[config.mk]
export PLATFORM = sky130hd
export DESIGN_NAME = rng_lfsr_bank
export DESIGN_NICKNAME = d
export VERILOG_FILES = /design/src/rtl/rng_lfsr_bank.sv
export SDC_FILE = /design/constraint.sdc
export NUM_CORES = 1
export LEC_CHECK = 0
export CELL_PAD_IN_SITES_DETAIL_PLACEMENT = 1
export CELL_PAD_IN_SITES_GLOBAL_PLACEMENT = 2
export CORE_MARGIN = 10
export CORE_UTILIZATION = 35
export CTS_BUF_LIST = sky130_fd_sc_hd__clkbuf_4 sky130_fd_sc_hd__clkbuf_8
export DETAILED_ROUTE_END_ITERATION = 6
export PLACE_DENSITY = 0.74
export SLEW_MARGIN = 20
export SYNTH_ARGS = -nofsm -noshare
export SYNTH_HDL_FRONTEND = slang
export SYNTH_SLANG_ARGS = --single-unit
export TNS_END_PERCENT = 100
[constraint.sdc]
create_clock -name clk -period 3.9 [get_ports clk]
set_input_delay 0.585 -clock clk [delete_from_list [all_inputs] [get_ports clk]]
set_output_delay 0.585 -clock clk [all_outputs]
set_load 0.01 [all_outputs]
[src/rtl/rng_lfsr_bank.sv]
// Multi-channel 32-bit Galois LFSR bank with bounded draws by rejection sampling.
// Optional build macro RNG_FREERUN_EN: LFSRs also step every IDLE cycle.
module rng_lfsr_bank #(
  parameter int          NCH          = 4,
  parameter int          OUT_W        = 4,
  parameter logic [31:0] POLY         = 32'h80200003,
  parameter logic [31:0] SEED_DEFAULT = 32'd758932,
  parameter int          MAX_TRY      = 8
) (
  input  logic                 clk,
  input  logic                 rst,
  input  logic                 seed_load,
  input  logic [31:0]          seed,
  input  logic                 req,
  input  logic [2:0]           mode,
  input  logic [OUT_W-1:0]     limit,
  output logic                 busy,
  output logic                 valid,
  output logic [NCH*OUT_W-1:0] o,
  output logic [NCH-1:0]       fallback
);

  localparam logic [7:0] LP_MAX_TRY = 8'(MAX_TRY);

  typedef enum logic [1:0] {
    IDLE  = 2'd0,
    STEP  = 2'd1,
    CHECK = 2'd2
  } state_t;

  function automatic logic [31:0] f_whiten(input logic [31:0] x, input int c);
    logic [31:0] v;
    v = x ^ (32'(c) * 32'h9E3779B9);
    if (v == 32'h0) begin
      v = 32'h1;
    end else begin
      v = v;
    end
    return v;
  endfunction

  function automatic logic [31:0] f_step(input logic [31:0] s);
    logic [31:0] v;
    if (s[0]) begin
      v = (s >> 1) ^ POLY;
    end else begin
      v = s >> 1;
    end
    return v;
  endfunction

  state_t                 r_state;
  logic [31:0]            r_lfsr [NCH];
  logic [2:0]             r_mode;
  logic [OUT_W-1:0]       r_limit;
  logic [NCH-1:0]         r_acc;
  logic [7:0]             r_tries;
  logic [2:0]             r_steps;
  logic [NCH*OUT_W-1:0]   r_res;
  logic                   r_busy;
  logic                   r_valid;
  logic [NCH*OUT_W-1:0]   r_o;
  logic [NCH-1:0]         r_fallback;

  logic [31:0]            w_step [NCH];
  logic [NCH-1:0]         w_ok;
  logic [NCH-1:0]         w_acc_next;
  logic [NCH*OUT_W-1:0]   w_res_next;
  logic [NCH*OUT_W-1:0]   w_o_next;
  logic [7:0]             w_tries_inc;

  // Per-channel next LFSR value, acceptance test and merged draw results.
  always_comb begin
    w_acc_next  = r_acc;
    w_res_next  = r_res;
    w_o_next    = {(NCH*OUT_W){1'b0}};
    w_ok        = {NCH{1'b0}};
    w_tries_inc = r_tries + 8'd1;
    for (int c = 0; c < NCH; c++) begin
      w_step[c] = f_step(r_lfsr[c]);
      if ((r_limit == {OUT_W{1'b0}}) || (r_lfsr[c][OUT_W-1:0] < r_limit)) begin
        w_ok[c] = 1'b1;
      end else begin
        w_ok[c] = 1'b0;
      end
      if (!r_acc[c] && w_ok[c]) begin
        w_acc_next[c] = 1'b1;
        w_res_next[c*OUT_W +: OUT_W] = r_lfsr[c][OUT_W-1:0];
      end else begin
        w_acc_next[c] = r_acc[c];
      end
      // Channels still unaccepted at the end of a draw report zero.
      if (w_acc_next[c]) begin
        w_o_next[c*OUT_W +: OUT_W] = w_res_next[c*OUT_W +: OUT_W];
      end else begin
        w_o_next[c*OUT_W +: OUT_W] = {OUT_W{1'b0}};
      end
    end
  end

  // Draw FSM, LFSR bank and registered outputs.
  always_ff @(posedge clk) begin
    if (!rst) begin
      for (int c = 0; c < NCH; c++) begin
        r_lfsr[c] <= f_whiten(SEED_DEFAULT, c);
      end
      r_state    <= IDLE;
      r_mode     <= 3'd0;
      r_limit    <= {OUT_W{1'b0}};
      r_acc      <= {NCH{1'b0}};
      r_tries    <= 8'd0;
      r_steps    <= 3'd0;
      r_res      <= {(NCH*OUT_W){1'b0}};
      r_busy     <= 1'b0;
      r_valid    <= 1'b0;
      r_o        <= {(NCH*OUT_W){1'b0}};
      r_fallback <= {NCH{1'b0}};
    end else if (seed_load) begin
      for (int c = 0; c < NCH; c++) begin
        r_lfsr[c] <= f_whiten(seed, c);
      end
      r_state    <= IDLE;
      r_acc      <= {NCH{1'b0}};
      r_tries    <= 8'd0;
      r_steps    <= 3'd0;
      r_busy     <= 1'b0;
      r_valid    <= 1'b0;
      r_o        <= {(NCH*OUT_W){1'b0}};
      r_fallback <= {NCH{1'b0}};
    end else begin
      r_valid <= 1'b0;
      case (r_state)
        IDLE: begin
`ifdef RNG_FREERUN_EN
          for (int c = 0; c < NCH; c++) begin
            r_lfsr[c] <= w_step[c];
          end
`else
          for (int c = 0; c < NCH; c++) begin
            r_lfsr[c] <= r_lfsr[c];
          end
`endif
          if (req) begin
            r_mode     <= mode;
            r_limit    <= limit;
            r_acc      <= {NCH{1'b0}};
            r_fallback <= {NCH{1'b0}};
            r_tries    <= 8'd0;
            r_steps    <= 3'd0;
            r_busy     <= 1'b1;
            r_state    <= STEP;
          end else begin
            r_state <= IDLE;
          end
        end
        STEP: begin
          for (int c = 0; c < NCH; c++) begin
            if (!r_acc[c]) begin
              r_lfsr[c] <= w_step[c];
            end else begin
              r_lfsr[c] <= r_lfsr[c];
            end
          end
          r_steps <= r_steps + 3'd1;
          if (r_steps == r_mode) begin
            r_state <= CHECK;
          end else begin
            r_state <= STEP;
          end
        end
        CHECK: begin
          r_acc <= w_acc_next;
          r_res <= w_res_next;
          if (&w_acc_next) begin
            r_o        <= w_o_next;
            r_fallback <= {NCH{1'b0}};
            r_valid    <= 1'b1;
            r_busy     <= 1'b0;
            r_state    <= IDLE;
          end else if (w_tries_inc == LP_MAX_TRY) begin
            r_o        <= w_o_next;
            r_fallback <= ~w_acc_next;
            r_valid    <= 1'b1;
            r_busy     <= 1'b0;
            r_state    <= IDLE;
          end else begin
            r_tries <= w_tries_inc;
            r_steps <= 3'd0;
            r_state <= STEP;
          end
        end
        default: begin
          r_busy  <= 1'b0;
          r_state <= IDLE;
        end
      endcase
    end
  end

  assign busy     = r_busy;
  assign valid    = r_valid;
  assign o        = r_o;
  assign fallback = r_fallback;

endmodule

==> run summary <==
worst hold stages: 2
Max-cap violations: 0
Setup crit end: o[2]$_SDFFE_PP0P_
Final WS setup: 0.8309 ns
initial core utilization: 0.3531
area of the multi-input gates: 3515 um2
worst flop-to-flop path startpoint: r_limit[1]$_SDFFE_PN0P_
CP max stage cell: a2111oi_1
Core Box Area: 25040 um2
Clock Latency Late Sink: 0.48 ns
flop-to-flop setup slack: 0.83 ns
total grt overflow: 0
worst slew pin tran: 1.027 ns
Root Driver: clkbuf_8
#FFs+latches synth: 190
Setup Fix Bufs, Post-CTS: 0
Switching Fraction: 0.2876
Slowest Stage Delay on Critical Path: 0.55 ns
total power: 4.187 mW
Sequential Power Share: 0.565
Num CTS Buffers: 17
post-synth top area share: 0.4348
outcome: finished, final reports clean
Clk pin slew, worst setup/hold paths: 0.11 ns
Total Neg Setup Slack: 0 ns
Power Density: 409.4 nW/um2
fmax: 325.8 MHz
Post-Place Worst Slack: 0.5132 ns
Ports: 65
share of post-route cells with drive strength above 1: 0.1259
Max rail drop VDD: 0.2554 mV
deepest clock path buffer count: 2
Final Critical Period: 3.069 ns
Synth Area per Inst: 11.33 um2
diodes inserted: 0
Final Util: 0.4085
P_int: 2.983 mW
Critical Path End Type: flip-flop
Worst Clk Skew: 0.01584 ns
Setup CP Type: reg -> reg
Reg2Reg Capture Point: o[2]$_SDFFE_PP0P_
DP HPWL: 17860 um
Post-DRT Antenna Nets: 0
Comb pwr share: 0.127
final critical-path share of the clock period: 0.7869
LEAKAGE: 3.368 nW
row count: 58
R2R cell count: 8
CP Cell Sequence: inv_1, ha_1, a2111oi_1, nor3_2, o41ai_2, buf_4, and2_1, o21ai_0
Hold Fails Final Rpt: 0
wire length per cell: 22.04 um
Post-Synthesis Cell Area: 8840 um2
Tot GR Track Use: 0.1646
I/O Buffers: 64
fill cell count: 2735
clock sinks: 190
asr flop ratio synth: 0
first-pass GRT wire length: 40860 um
area added between synthesis and finish: 15.71%
layout net count: 886
vias after detailed routing: 6543
global placement routability congestion: 0.8772
syn nets: 837
Synth Flop Type: edfxtp_1
flip-flop and latch area: 5085 um2
initial antenna violation count: 1
Post-synth EDFFs: 128
CTS tree: built
CP Launch Type: flip-flop
Synth area leaders: edfxtp_1 43%, dfxtp_1 14%, a22o_1 4.1%, o21ai_0 3.2%, nor2_1 2.8%
Chip Width: 178.9 um
Setup Viol. Count Final: 0
H-tree Lvls: 4
Worst slew margin: 0.3129
Net Sw Power: 1.204 mW
DRC viols: 0
cts repair resizes: 0
RSZ-0062 raised after global routing: no
CP max FO: 21
leading area contributor after synthesis: edfxtp_1
clock network power share: 0.308
share of the yosys chip area belonging to registers: 0.5752
Die H: 178.9 um
First DRT Iteration DRCs: 471
YS warnings: 0
routed vias/inst: 5.583
CP arrival: 3.41 ns
die area: 32010 um2
Detailed Route WL: 25830 um
Distinct cells, synth: 58
pin count of the biggest net entering global routing: 49
hold crit path type: reg -> reg
hold buffer count at CTS: 0
Initial DRT Pass Iterations: 6
post-synthesis cell count: 780
number of global-route vias before repair: 6955
Slew Limit Fails: 0
crit path launch: r_limit[1]$_SDFFE_PN0P_
Req. time, crit path: 4.24 ns
-- cell type report --
| type | count | area share |
|---|---|---|
| clock buffer | 17 | 0.02287 |
| clock inverter | 15 | 0.01431 |
| inverter | 6 | 0.002202 |
| multi-input combinational | 527 | 0.3436 |
| sequential | 190 | 0.4971 |
| tap | 330 | 0.04037 |
| timing repair buffer | 87 | 0.07951 |
-- power by group through the flow --
stage	combinational, mW	sequential, mW	clock (mW)
CTS	0.535	2.37	1.32
global placement	0.515	2.41	0
finish	0.532	2.37	1.29
detailed placement	0.531	2.41	0
global route	0.582	2.38	1.41
floorplan	0.338	2.38	0
-- per-layer routing --
layer | GRT usage | part of all wire | vias to the layer above | wire length [um]
li1 | - | - | 3049 | -
met1 | 0.2088 | 0.44 | 3285 | 11360
met2 | 0.2738 | 0.49 | 169 | 12540
met3 | 0.03559 | 0.051 | 38 | 1311
met4 | 0.05202 | 0.023 | 2 | 597
met5 | 0 | 0.00050 | - | 13
-- cells in the mapped netlist (all sizes together), types with 8 or more instances --
library cell and count:
nor2b 15, nand3 21, xnor2 8, nand2 56, o22a 17, nor3 13
nor4 9, dfxtp 62, a21oi 42, nor2 67, o21ai 61, edfxtp 128
ha 14, a21boi 12, clkbuf 44, nand4 25, buf 13, mux2i 15
mux2 16, a211oi 13, a22o 42, o21a 13
-- state kept, by name, indices dropped and copies added (netlist names) --
| register | flops |
|---|---|
| o | 16 |
| r_state | 2 |
| fallback | 4 |
| valid | 1 |
| r_lfsr | 128 |
| r_limit | 4 |
| r_tries | 8 |
| r_acc | 4 |
| busy | 1 |
| r_res | 16 |
| r_steps | 3 |
| r_mode | 3 |
-- cell families (layout without fill, tap and decap cells) --
| kind of cell | after synthesis | after routing | synth area share |
|---|---|---|---|
| mux | 31 | 31 | 0.03737 |
| compound gates | 229 | 229 | 0.1851 |
| fa+ha+maj | 14 | 14 | 0.01982 |
| xor+xnor | 15 | 15 | 0.01486 |
| flops | 190 | 190 | 0.5752 |
| buf+inv | 63 | 125 | 0.03184 |
| simple gates | 238 | 238 | 0.1357 |
-- stage by stage --
stage                     cell area, um2  hold WS (ns)  instances
final                              10230        0.4630       1172
after CTS                          10230        0.4707       1172
after global routing               10230        0.4869       1172
after floorplan                     8840        0.4410        780
after detailed placement            9848        0.4537       1140
after global placement              9848        0.4461       1140
-- worst min path at each step --
stage	from	end	slack, ns
finish	o[8]$_SDFFE_PP0P_	o[8]$_SDFFE_PP0P_	0.46
global route	o[6]$_SDFFE_PP0P_	o[6]$_SDFFE_PP0P_	0.49
CTS	o[8]$_SDFFE_PP0P_	o[8]$_SDFFE_PP0P_	0.47
detailed placement	o[8]$_SDFFE_PP0P_	o[8]$_SDFFE_PP0P_	0.45
global placement	o[5]$_SDFFE_PP0P_	o[5]$_SDFFE_PP0P_	0.45
floorplan	r_res[10]$_SDFFE_PN0P_	r_res[10]$_SDFFE_PN0P_	0.44
-- cell usage in the layout (no fill, tap or decap), drive strengths merged, types with 14 or more instances in the layout --
master / n
mux2: 16
dfxtp: 62
o22a: 17
clkbuf: 17
nand2: 56
ha: 14
inv: 16
o21ai: 61
clkdlybuf4s50: 64
mux2i: 15
nand4: 25
edfxtp: 128
buf: 23
nor2b: 15
nand3: 21
a22o: 42
nor2: 67
a21oi: 42
-- worst max-delay path: cells and delay by family, from the launching register on --
family | cells | cell delay [ns]
simple gates | 2 | 0.75
compound gates | 3 | 0.99
buf+inv | 2 | 0.42
fa+ha+maj | 1 | 0.32
flops | 1 | 0.44
(Power assumes the default switching activity.)
